### config.mk
export PLATFORM = sky130hd
export DESIGN_NAME = udp_rx_demux
export DESIGN_NICKNAME = d
export VERILOG_FILES = /design/src/rtl/udp_rx_demux_pkg.sv /design/src/rtl/udp_rx_demux_port_match.sv /design/src/rtl/udp_rx_demux.sv
export SDC_FILE = /design/constraint.sdc
export NUM_CORES = 1
export LEC_CHECK = 0
export ABC_AREA = 0
export ABC_CLOCK_PERIOD_IN_PS = 3400
export CORE_ASPECT_RATIO = 1.4
export CORE_MARGIN = 5
export CORE_UTILIZATION = 50
export CTS_BUF_LIST = sky130_fd_sc_hd__clkbuf_2 sky130_fd_sc_hd__clkbuf_4 sky130_fd_sc_hd__clkbuf_8
export DETAILED_ROUTE_END_ITERATION = 12
export PLACE_DENSITY = 0.73
export SETUP_SLACK_MARGIN = 0.05
export SYNTH_ARGS = -nofsm -noshare
export SYNTH_HDL_FRONTEND = slang
export SYNTH_SLANG_ARGS = --single-unit
### constraint.sdc
create_clock -name clk -period 3.4 [get_ports clk]
set_clock_uncertainty 0.2 [all_clocks]
set_input_delay 0.34 -clock clk [delete_from_list [all_inputs] [get_ports clk]]
set_output_delay 0.34 -clock clk [all_outputs]
set_load 0.01 [all_outputs]
### src/rtl/udp_rx_demux_pkg.sv
// Shared types and constants for the UDP receive demultiplexer.
package udp_rx_demux_pkg;

  localparam int unsigned UDP_HDR_BYTES = 8;
  localparam int unsigned PORT_W        = 16;

  typedef enum logic [3:0] {
    ST_HDR     = 4'b0001,
    ST_PAYLOAD = 4'b0010,
    ST_PAD     = 4'b0100,
    ST_DROP    = 4'b1000
  } state_t;

  // Header byte offsets (big-endian fields); bytes 6..7 are the ignored checksum
  localparam logic [2:0] OFF_SRC_HI = 3'd0;
  localparam logic [2:0] OFF_SRC_LO = 3'd1;
  localparam logic [2:0] OFF_DST_HI = 3'd2;
  localparam logic [2:0] OFF_DST_LO = 3'd3;
  localparam logic [2:0] OFF_LEN_HI = 3'd4;
  localparam logic [2:0] OFF_LEN_LO = 3'd5;
  localparam logic [2:0] OFF_LAST   = 3'd7;

  typedef struct packed {
    logic [15:0] src;
    logic [15:0] dst;
    logic [15:0] len;
  } udp_hdr_t;

  function automatic int unsigned dest_width(input int unsigned n);
    return (n > 1) ? $clog2(n) : 1;
  endfunction

endpackage

### src/rtl/udp_rx_demux_port_match.sv
// Destination-port lookup: lowest-index table entry equal to i_dst wins.
module udp_rx_demux_port_match
  import udp_rx_demux_pkg::*;
#(
  parameter int unsigned NUM_PORTS = 4,
  parameter logic [NUM_PORTS*PORT_W-1:0] PORT_LIST = {16'd5006, 16'd5005, 16'd5004, 16'd5003},
  localparam int unsigned DEST_W = dest_width(NUM_PORTS)
)(
  input  logic [PORT_W-1:0] i_dst,
  output logic              o_hit,
  output logic [DEST_W-1:0] o_idx
);

  // Scan high to low so the lowest matching index is written last
  always_comb begin
    o_hit = 1'b0;
    o_idx = '0;
    for (int i = int'(NUM_PORTS) - 1; i >= 0; i--) begin
      if (PORT_LIST[PORT_W*i +: PORT_W] == i_dst) begin
        o_hit = 1'b1;
        o_idx = DEST_W'(i);
      end
    end
  end

endmodule

### src/rtl/udp_rx_demux.sv
// UDP receive stage: parses the 8-byte header, filters on destination port and
// forwards the length-trimmed payload tagged with the matching channel.
module udp_rx_demux
  import udp_rx_demux_pkg::*;
#(
  parameter int unsigned NUM_PORTS = 4,
  parameter logic [NUM_PORTS*PORT_W-1:0] PORT_LIST = {16'd5006, 16'd5005, 16'd5004, 16'd5003},
  parameter int unsigned CNT_W = 16,
  localparam int unsigned DEST_W = dest_width(NUM_PORTS)
)(
  input  logic              clk,
  input  logic              reset,
  input  logic [7:0]        s_tdata,
  input  logic              s_tvalid,
  input  logic              s_tlast,
  output logic              s_tready,
  output logic [7:0]        m_tdata,
  output logic              m_tvalid,
  output logic              m_tlast,
  output logic [DEST_W-1:0] m_tdest,
  output logic              m_tuser,
  input  logic              m_tready,
  output logic [15:0]       src_port_out,
  output logic [15:0]       dst_port_out,
  output logic [CNT_W-1:0]  drop_cnt,
  output logic [CNT_W-1:0]  err_cnt
);

  state_t              r_state;
  logic [2:0]          r_hcnt;
  udp_hdr_t            r_hdr;
  logic [15:0]         r_rem;
  logic [DEST_W-1:0]   r_chan;

  logic                w_beat;
  logic                w_hit;
  logic [DEST_W-1:0]   w_idx;
  logic                w_len_short;
  logic                w_len_empty;
  logic                w_err_evt;
  logic                w_drop_evt;

  udp_rx_demux_port_match #(
    .NUM_PORTS (NUM_PORTS),
    .PORT_LIST (PORT_LIST)
  ) u_match (
    .i_dst (r_hdr.dst),
    .o_hit (w_hit),
    .o_idx (w_idx)
  );

  // Only the payload state is throttled by the output register
  assign s_tready    = !reset && ((r_state != ST_PAYLOAD) || !m_tvalid || m_tready);
  assign w_beat      = s_tvalid && s_tready;
  assign w_len_short = r_hdr.len < 16'(UDP_HDR_BYTES);
  assign w_len_empty = r_hdr.len == 16'(UDP_HDR_BYTES);

  // One statistics event per datagram, decided at header end or truncation
  always_comb begin
    w_err_evt  = 1'b0;
    w_drop_evt = 1'b0;
    if (w_beat) begin
      case (r_state)
        ST_HDR: begin
          if (s_tlast)                       w_err_evt  = 1'b1;
          else if (r_hcnt == OFF_LAST) begin
            if (w_len_short)                 w_err_evt  = 1'b1;
            else if (w_len_empty || !w_hit)  w_drop_evt = 1'b1;
          end
        end
        ST_PAYLOAD: if (s_tlast && (r_rem != 16'd1)) w_err_evt = 1'b1;
        default: ;
      endcase
    end
  end

  always_ff @(posedge clk) begin
    if (reset) begin
      r_state      <= ST_HDR;
      r_hcnt       <= '0;
      r_hdr        <= '0;
      r_rem        <= '0;
      r_chan       <= '0;
      m_tdata      <= '0;
      m_tvalid     <= 1'b0;
      m_tlast      <= 1'b0;
      m_tdest      <= '0;
      m_tuser      <= 1'b0;
      src_port_out <= '0;
      dst_port_out <= '0;
      drop_cnt     <= '0;
      err_cnt      <= '0;
    end else begin
      if (m_tvalid && m_tready) m_tvalid <= 1'b0;

      case (r_state)
        ST_HDR: begin
          if (w_beat) begin
            case (r_hcnt)
              OFF_SRC_HI: r_hdr.src[15:8] <= s_tdata;
              OFF_SRC_LO: r_hdr.src[7:0]  <= s_tdata;
              OFF_DST_HI: r_hdr.dst[15:8] <= s_tdata;
              OFF_DST_LO: r_hdr.dst[7:0]  <= s_tdata;
              OFF_LEN_HI: r_hdr.len[15:8] <= s_tdata;
              OFF_LEN_LO: r_hdr.len[7:0]  <= s_tdata;
              default: ;
            endcase
            r_hcnt <= s_tlast ? 3'd0 : r_hcnt + 3'd1;
            if (r_hcnt == OFF_LAST) begin
              src_port_out <= r_hdr.src;
              dst_port_out <= r_hdr.dst;
              r_rem        <= (w_len_short || w_len_empty) ? 16'd0
                                                           : r_hdr.len - 16'(UDP_HDR_BYTES);
              r_chan       <= w_idx;
              if (!s_tlast)
                r_state <= (!w_len_short && !w_len_empty && w_hit) ? ST_PAYLOAD : ST_DROP;
            end
          end
        end
        ST_PAYLOAD: begin
          if (w_beat) begin
            m_tdata  <= s_tdata;
            m_tvalid <= 1'b1;
            m_tlast  <= (r_rem == 16'd1) || s_tlast;
            m_tuser  <= s_tlast && (r_rem != 16'd1);
            m_tdest  <= r_chan;
            r_rem    <= r_rem - 16'd1;
            if (r_rem == 16'd1) r_state <= s_tlast ? ST_HDR : ST_PAD;
            else if (s_tlast)   r_state <= ST_HDR;
          end
        end
        ST_PAD, ST_DROP: if (w_beat && s_tlast) r_state <= ST_HDR;
        default: r_state <= ST_HDR;
      endcase

      if (w_drop_evt && (drop_cnt != '1)) drop_cnt <= drop_cnt + CNT_W'(1);
      if (w_err_evt  && (err_cnt  != '1)) err_cnt  <= err_cnt  + CNT_W'(1);
    end
  end

endmodule

## Yosys cells after proc, flatten, opt, wreduce, memory -nomap -nowiden

Index checks and enable logic that the tools add are counted.
W data, S select, Z words.

- Add/subtract/negate cells: 5
- Magnitude comparators: 1
- Equal/unequal tests: 26
- Muxes and demuxes: 39
- Reduce and logical (&&, ||, !) cells: 33

Operators by type and width:

| kind | number |
|---|---|
| $eq A13 B16 Y1 const A | 4 |
| $mux W16 | 4 |
| $add A16 B1 Y16 const B | 2 |
| $mux W4 | 8 |
| $ne A16 B16 Y1 const B | 2 |
| $pmux W16 S2 | 1 |
| $reduce_and A3 Y1 | 7 |
| $mux W1 | 18 |
| $eq A16 B1 Y1 const B | 1 |
| $eq A16 B4 Y1 const B | 1 |
| $lt A16 B4 Y1 const B | 1 |
| $ne A16 B1 Y1 const B | 1 |
| $sub A16 B1 Y16 const B | 1 |
| $sub A16 B4 Y16 const B | 1 |
| $pmux W4 S3 | 1 |
| $ne A2 B2 Y1 const B | 5 |
| $eq A3 B3 Y1 const B | 3 |
| $logic_and A1 B1 Y1 | 9 |
| $mux W2 | 4 |
| $eq A3 B2 Y1 const B | 2 |
| $mux W3 | 2 |
| $reduce_and A6 Y1 | 1 |
| $logic_not A1 Y1 | 5 |
| $logic_or A1 B1 Y1 | 5 |
| 14 further kinds | 15 |

- Register bits: 150
- Input bits: 13
- Output and inout port bits: 78
- Word-level logic and storage cells: 123

## Depth between registers and ports, before layout

Gate-level depths: netlist (run 1).

- Depth after elaboration: 14
- Depth in mapped cells: 10
- Depth with buffers taken out: 8

## By module

Synthesis (run 1) repeated with hierarchy kept, for this count alone.

- Cell total of the unflattened synthesis: 830
- Area total of the unflattened synthesis: 6769.0 µm²

By module, submodules not included:

| module | instances | cells an instance | area an instance (µm²) | seq. area each (µm²) |
|---|---|---|---|---|
| udp_rx_demux | 1 | 818 | 6668.9 | 3002.9 |
| udp_rx_demux_port_match | 1 | 12 | 100.1 | 0.0 |

## Worst setup path before layout (run 1)

No wires, ideal clock.

- Path kind: reg2reg
- From: register r_hcnt[0]
- To: register drop_cnt[9]
- Setup time: 0.123 ns
- Data arrival time: 2.193 ns
- Required time: 3.077 ns
- Setup slack: 0.884 ns
- Cell stages (with the launch flop): 10
- Path buffers: 1
- Clock period less this slack: 2.516 ns
- Path through: dfxtp_1 ha_1 ha_1 and3b_1 nand2_1 or3_1 buf_4 nor4b_4 nand4_1 mux2_1

- Cells in the longest elaborated chain, start to end: 6

Ends and longest elaborated chain:

| what | RTL line | text |
|---|---|---|
| from (decl) | udp_rx_demux.sv:30 | `logic [2:0] r_hcnt;` |
| from (signal assigned) | udp_rx_demux.sv:108 | `r_hcnt <= s_tlast ? 3'd0 : r_hcnt + 3'd1;` |
| $eq A3 B3 Y1 | udp_rx_demux.sv:66 | `else if (r_hcnt == OFF_LAST) begin` |
| $mux W1 | udp_rx_demux.sv:66 |  |
| $mux W1 | udp_rx_demux.sv:65 | `if (s_tlast) w_err_evt = 1'b1;` |
| $mux W1 | udp_rx_demux.sv:63 | `case (r_state)` |
| $mux W1 | udp_rx_demux.sv:62 | `if (w_beat) begin` |
| $logic_and A1 B1 Y1 | udp_rx_demux.sv:136 | `if (w_drop_evt && (drop_cnt != '1)) drop_cnt <= drop_cnt + CNT_W'(1);` |
| to (signal assigned) | udp_rx_demux.sv:136 |  |
| to (decl) | udp_rx_demux.sv:25 | `output logic [CNT_W-1:0] drop_cnt,` |

No other way between the ends.
A chain may end at the register's enable or synchronous reset.

## Worst setup path after layout (run 1)

- From: register r_state[1]
- To: output port s_tready

- Cells in the longest elaborated chain, start to end: 4

Ends and longest elaborated chain:

| what | RTL line | text |
|---|---|---|
| from (decl) | udp_rx_demux.sv:29 | `state_t r_state;` |
| from (signal assigned) | udp_rx_demux.sv:116 | `r_state <= (!w_len_short && !w_len_empty && w_hit) ? ST_PAYLOAD : ST_DROP;` |
| from (signal assigned) | udp_rx_demux.sv:128 | `if (r_rem == 16'd1) r_state <= s_tlast ? ST_HDR : ST_PAD;` |
| $ne A4 B2 Y1 | udp_rx_demux.sv:53 | `assign s_tready = !reset && ((r_state != ST_PAYLOAD) \|\| !m_tvalid \|\| m_tready);` |
| $logic_or A1 B1 Y1 (2 in series) | udp_rx_demux.sv:53 |  |
| $logic_and A1 B1 Y1 | udp_rx_demux.sv:53 |  |
| to (decl) | udp_rx_demux.sv:16 | `output logic s_tready,` |

No other way between the ends.

==> results of run 1 <==
[logic make-up (layout without fill, tap and decap cells)]
family,count (synthesis),after routing
AO/OA/AOI/OAI,164,164
XOR/XNOR,28,28
adder cells (fa/ha/maj),11,11
buffers and inverters,61,145
flip-flops,150,150
multiplexers,25,25
AND/OR/NAND/NOR,402,402
[worst max-delay path by stage]
| stage | startpoint | to | depth (start not counted) |
|---|---|---|---|
| 2_1_floorplan | r_hcnt[0]$_SDFFE_PP0P_ | drop_cnt[9]$_SDFFE_PP0P_ | 9 |
| 3_3_place_gp | s_tvalid | drop_cnt[15]$_SDFFE_PP0P_ | 7 |
| 3_5_place_dp | s_tvalid | drop_cnt[15]$_SDFFE_PP0P_ | 7 |
| 4_1_cts | r_state[1]$_SDFFE_PP0P_ | s_tready | 4 |
| 5_1_grt | r_hcnt[0]$_SDFFE_PP0P_ | drop_cnt[15]$_SDFFE_PP0P_ | 8 |
| 6_report | r_state[1]$_SDFFE_PP0P_ | s_tready | 4 |
[synthesized netlist by cell type, types with 5 or more instances]
cell type / number / area [um2]
a31oi_1: 8 / 50.1
nor2_1: 79 / 297
or4_1: 6 / 45.0
or3_1: 9 / 56.3
nand4_1: 14 / 87.6
mux2i_1: 22 / 220
ha_1: 11 / 138
nand2_1: 161 / 604
and3_1: 5 / 31.3
nor2b_1: 7 / 43.8
buf_2: 5 / 25.0
xor2_1: 13 / 114
nand3b_1: 6 / 45.0
nor3_1: 17 / 85.1
xnor2_1: 15 / 131
a21oi_1: 105 / 526
clkbuf_1: 40 / 150
dfxtp_1: 150 / 3000
inv_1: 13 / 48.8
o31ai_1: 7 / 52.6
nand2b_1: 7 / 43.8
nor4_1: 12 / 75.1
nand3_1: 45 / 225
o21ai_0: 12 / 60.1
[metrics by stage]
| stage | std cells | utilization [%] | cell area (um2) | setup slack (ns) |
|---|---|---|---|---|
| floorplan | 841 | - | 6890 | 0.884 |
| global placement | 1075 | 58.7 | 7890 | 0.585 |
| detailed placement | 1075 | 58.7 | 7890 | 0.483 |
| CTS | 1107 | 61.6 | 8280 | 0.415 |
| global route | 1107 | 61.6 | 8280 | 0.331 |
| finish | 1107 | 61.6 | 8280 | 0.433 |
[worst reg2reg max path, delay by kind of cell, from the launching register on]
kind,cells,cell delay [ns]
fa+ha+maj,2,0.39
flops,1,0.39
mux,1,0.34
simple gates,5,1.39
[metal layers]
metal | global-route usage [%] | up-vias | share of wire, %
li1 | - | 3094 | -
met1 | 27.2 | 2949 | 42
met2 | 38.4 | 163 | 51
met3 | 4.07 | 37 | 4.1
met4 | 8.42 | 0 | 2.7
met5 | 0 | - | 0
[power by group through the flow]
stage / clock network, uW / registers, uW / logic [uW]
floorplan: 0 / 1810 / 62.8
global placement: 0 / 1810 / 112
detailed placement: 0 / 1810 / 112
CTS: 1380 / 1770 / 113
global route: 1460 / 1770 / 121
finish: 1360 / 1770 / 113
[flip-flops by register name, indices dropped and copies added, names as in the netlist, 2 cells and up]
register      cells
m_tdest           2
src_port_out     16
m_tdata           8
r_chan            2
err_cnt          16
r_rem            16
dst_port_out     16
r_hdr            48
r_hcnt            3
r_state           4
drop_cnt         16
[layout make-up]
type	instances	area, um2
Fill cell	1224	5170
Clock buffer	18	248
Tap cell	182	228
Multi-Input combinational cell	630	3640
Timing Repair Buffer	100	973
Clock inverter	14	143
Sequential cell	150	3000
Inverter	13	48.8
==> run_results.csv, run 1 <==
group,metric,value,unit
synthesis,ys_seq_area_share,43.6,%
synthesis,synth_compound_area_share,14.2,%
floorplan,rows,50,
sta,worst_pin_slew,1.09,ns
cts,htree_num_levels,4,
critical_path,crit_path_start_kind,"flop",
synthesis,synth_fa_ha_area_share,2.00,%
floorplan,die_h,149,um
critical_path,r2r_end,"drop_cnt[15]$_SDFFE_PP0P_",
power_and_ir_drop,power-per-cell-area,391,nW/um2
placed_design,port_buffers,90,
critical_path,worstRegToRegCells,8,
floorplan,core_area,13500,um2
synthesis,synthXorXnorAreaFrac,3.56,%
critical_path,cpMaxStageDelayCell,"or4b_1",
power_and_ir_drop,ir_drop,269,uV
cts,ctsResizeCount,0,
synthesis,synth_cell_types,67,
routing,vias_per_cell,5.64,
sta,slew_headroom,27.3,%
routing,wl_per_cell,16.0,um
synthesis,synth_nets,865,
sta,final.setup.tns,0,ns
sta,finalHoldViolations,0,
floorplan,io_pins,91,
cts,cts_made_buffers,17,
power_and_ir_drop,p_leak,0.00291,uW
cells_and_area,areaGrowthSynthToFinish,20.2,%
cells_and_area,layout_common_cells,"nand2_1, dfxtp_1, a21oi_1",
sta,finalCritPeriodShare,87.3,%
synthesis,yosys_warnings,0,
sta,hold-worst-slack,0.258,ns
critical_path,path_max_fanout,11,
cts,ctsHoldBuffers,0,
min_path,min_path_cells,2,
min_path,hp-start,"r_hdr[35]$_SDFFE_PP0P_",
critical_path,critPathArrivalTime,2.43,ns
synthesis,syn_area,6890,um2
routing,drc,0,
floorplan,dieWidth,109,um
outcome,status,"finished, final reports clean",
min_path,hold_path_class,"flop to flop",
critical_path,max_stage_delay,0.60,ns
power_and_ir_drop,sw_frac_of_total,25.4,%
critical_path,r2r-start,"r_hcnt[0]$_SDFFE_PP0P_",
power_and_ir_drop,power,3240,uW
routing,first_pass_iters,5,
critical_path,critical_path_required,2.86,ns
routing,drt_iter0_drc,329,
cells_and_area,layout.nets,936,
synthesis,syn_avg_cell_area,8.19,um2
cts,cts_root_buffer,"clkbuf_8",
synthesis,synth_mux_area_share,3.69,%
synthesis,syn_inst,841,
grt,grt_use_total,22.2,%
critical_path,end_kind,"output port",
sta,period_needed,2.97,ns
placed_design,gp_congestion,0.865,
synthesis,synth_top_family_by_area,"simple AND/OR/NAND/NOR gates",
floorplan,start_util,51.2,%
critical_path,critPathTopFamily,"simple AND/OR/NAND/NOR gates",
cts,cts_sinks,150,
min_path,min_to,"src_port_out[3]$_SDFFE_PP0P_",
synthesis,ys_seq_elements,150,
power_and_ir_drop,seqPwrFrac,54.6,%
sta,setup_viol,0,
power_and_ir_drop,pwr-share-comb,3.5,%
synthesis,synthSimpleGateAreaFrac,29.3,%
placed_design,hpwl,12200,um
routing,ant_nets,0,
critical_path,crit_top_cell,"nor2_1",
cts,clk_pin_slew,0.08,ns
cts,clock_latency,0.45,ns
critical_path,crit_type,"flop to output port",
sta,rsz0062_at_grt,"false",
cts,cts_buffer_depth,2,
cts,cts_setup_buffers,0,
power_and_ir_drop,clkPwrFrac,41.9,%
grt,antenna_found_initial,0,
routing,finalWirelength,17800,um
cells_and_area,final_common_cell,"nand2_1",
grt,grt_pass1_vias,5834,
critical_path,reg2reg_slack,0.57,ns
power_and_ir_drop,power_switching,822,uW
power_and_ir_drop,p_int,2420,uW
synthesis,async_flop_share,0,%
synthesis,synth_enable_flop_cells,0,
grt,grt_pass1_wl,29000,um
floorplan,fp.dieArea,16300,um2
critical_path,crit_chain,"or4b_1, nor2_1, nor2_1, clkdlybuf4s50_1",
grt,grt_overflow,0,
synthesis,synthFlopType,"dfxtp_1",
sta,drv_slew,0,
run,maxCapViolCount,0,
cells_and_area,drive_above_1_share,8.00,%
cts,tritoncts,"yes",
critical_path,cp_num_buf_inv,1,
routing,vias,6243,
sta,fmax,337,MHz
grt,grt_max_degree,108,
cells_and_area,diodes,0,
Power figures use the tool's default switching activity.
==> inputs of run 2 (changes only) <==
PLACE_DENSITY = 0.82   (was 0.73)
REMOVE_ABC_BUFFERS = 1   (was default)
==> run_results.csv, run 2 (synthesized netlist as in run 1, its figures left out) <==
group,metric,value,unit
power_and_ir_drop,power,3360,uW
outcome,status,"finished, final reports clean",
cells_and_area,top_register,"r_hdr",
grt,grt_pass1_wl,29300,um
grt,grt_use_total,22.6,%
routing,drt_iter0_drc,370,
cells_and_area,nFillCells,1207,
routing,finalWirelength,17900,um
critical_path,path_max_fanout,11,
cts,ctsResizeCount,0,
routing,vias_per_cell,5.71,
grt,grt_max_degree,73,
power_and_ir_drop,seqPwrFrac,52.6,%
sta,slew_headroom,47.3,%
routing,wl_per_cell,16.1,um
sta,finalCritPeriodShare,90.1,%
sta,drv_slew,0,
cts,clk_pin_slew,0.08,ns
cts,clock_latency,0.46,ns
sta,finalHoldViolations,0,
power_and_ir_drop,power_switching,822,uW
power_and_ir_drop,pwr-share-comb,3.4,%
floorplan,fp.dieArea,16300,um2
sta,rsz0062_at_grt,"false",
cts,cts_buffer_depth,2,
floorplan,start_util,51.2,%
min_path,hp-start,"reset",
floorplan,io_pins,91,
cts,cts_sinks,150,
critical_path,critical_path_required,2.86,ns
cts,ctsHoldBuffers,0,
critical_path,reg2reg_slack,0.53,ns
critical_path,crit_type,"flop to output port",
cells_and_area,multi_input_area,3640,um2
cells_and_area,design_area,8320,um2
grt,grt_overflow,0,
cells_and_area,layout_common_cells,"nand2_1, dfxtp_1, a21oi_1",
critical_path,end_kind,"output port",
cells_and_area,seq_area,3000,um2
critical_path,worstRegToRegCells,8,
floorplan,rows,50,
critical_path,critPathArrivalTime,2.52,ns
min_path,hold_path_class,"primary input to flop",
min_path,min_path_cells,2,
cells_and_area,fin_cells,1107,
power_and_ir_drop,ir_drop,250,uV
routing,vias,6320,
power_and_ir_drop,clkPwrFrac,44.1,%
cells_and_area,areaGrowthSynthToFinish,20.7,%
sta,worst_pin_slew,0.787,ns
placed_design,dpl.cell_count,1075,
grt,antenna_found_initial,0,
sta,fmax,326,MHz
floorplan,dieWidth,109,um
cts,cts_root_buffer,"clkbuf_8",
placed_design,port_buffers,90,
floorplan,core_area,13500,um2
cells_and_area,largest_reg_flops,48,
grt,grt_pass1_vias,6064,
power_and_ir_drop,p_int,2540,uW
cells_and_area,final_common_cell,"nand2_1",
routing,ant_nets,0,
routing,drc,0,
placed_design,gp_congestion,0.865,
cells_and_area,layout.nets,936,
routing,first_pass_iters,5,
run,maxCapViolCount,0,
sta,period_needed,3.06,ns
placed_design,placed_area,7890,um2
power_and_ir_drop,p_leak,0.00292,uW
cts,tritoncts,"yes",
sta,setup_viol,0,
sta,final.setup.tns,0,ns
floorplan,die_h,149,um
cells_and_area,diodes,0,
sta,timing.final.ws_setup,0.336,ns
power_and_ir_drop,sw_frac_of_total,24.4,%
critical_path,crit_path_start_kind,"flop",
cts,cts_made_buffers,17,
critical_path,r2r_end,"drop_cnt[9]$_SDFFE_PP0P_",
power_and_ir_drop,power-per-cell-area,404,nW/um2
min_path,min_to,"r_state[3]$_SDFFE_PP0P_",
placed_design,hpwl,12300,um
cts,htree_num_levels,4,
cts,cts_setup_buffers,0,
critical_path,r2r-start,"r_hcnt[0]$_SDFFE_PP0P_",
cells_and_area,drive_above_1_share,8.00,%
placed_design,place_worst_setup_slack,0.471,ns
## run 2: worst max-delay path by stage
stage                                 start                         to  cells after the start
detailed placement                 s_tvalid   drop_cnt[9]$_SDFFE_PP0P_                      7
CTS                 r_state[1]$_SDFFE_PP0P_                   s_tready                      4
global route        r_state[1]$_SDFFE_PP0P_                   s_tready                      4
floorplan            r_hcnt[0]$_SDFFE_PP0P_   drop_cnt[9]$_SDFFE_PP0P_                      8
finish              r_state[1]$_SDFFE_PP0P_                   s_tready                      4
global placement                   s_tvalid  drop_cnt[15]$_SDFFE_PP0P_                      7
## run 2: final cells by class
| cell class | instances | area share [%] |
|---|---|---|
| Clock buffer | 17 | 2.81 |
| Clock inverter | 15 | 2.35 |
| Inverter | 13 | 0.587 |
| Multi-Input combinational cell | 630 | 43.7 |
| Sequential cell | 150 | 36.1 |
| Tap cell | 182 | 2.74 |
| Timing Repair Buffer | 100 | 11.7 |
## run 2: worst max-delay path: stages, from the launching register on
cell and delay [ns]:
dfxtp_1 0.55, or4b_1 0.68, nor2_1 0.24, nor2_1 0.08, clkdlybuf4s50_1 0.52
## run 2: power by group through the flow
stage	clock network (uW)	logic [uW]	registers (uW)
detailed placement	0	111	1810
finish	1480	113	1770
global route	1590	121	1770
global placement	0	111	1810
CTS	1500	111	1770
floorplan	0	36.8	1810
## run 2: through the flow
| stage | hold slack (ns) | util, % |
|---|---|---|
| global route | 0.101 | 61.8 |
| detailed placement | 0.245 | 58.7 |
| floorplan | 0.209 | - |
| CTS | 0.0694 | 61.8 |
| global placement | 0.241 | 58.7 |
| finish | 0.0808 | 61.8 |
## run 2: metal layers
metal  up-vias  track usage, %  wire length [um]
met5         -               0                 0
met2       217            38.3              9040
met1      2961            27.1              7200
met4         0            10.7               642
met3        55            4.50               998
li1       3087               -                 -
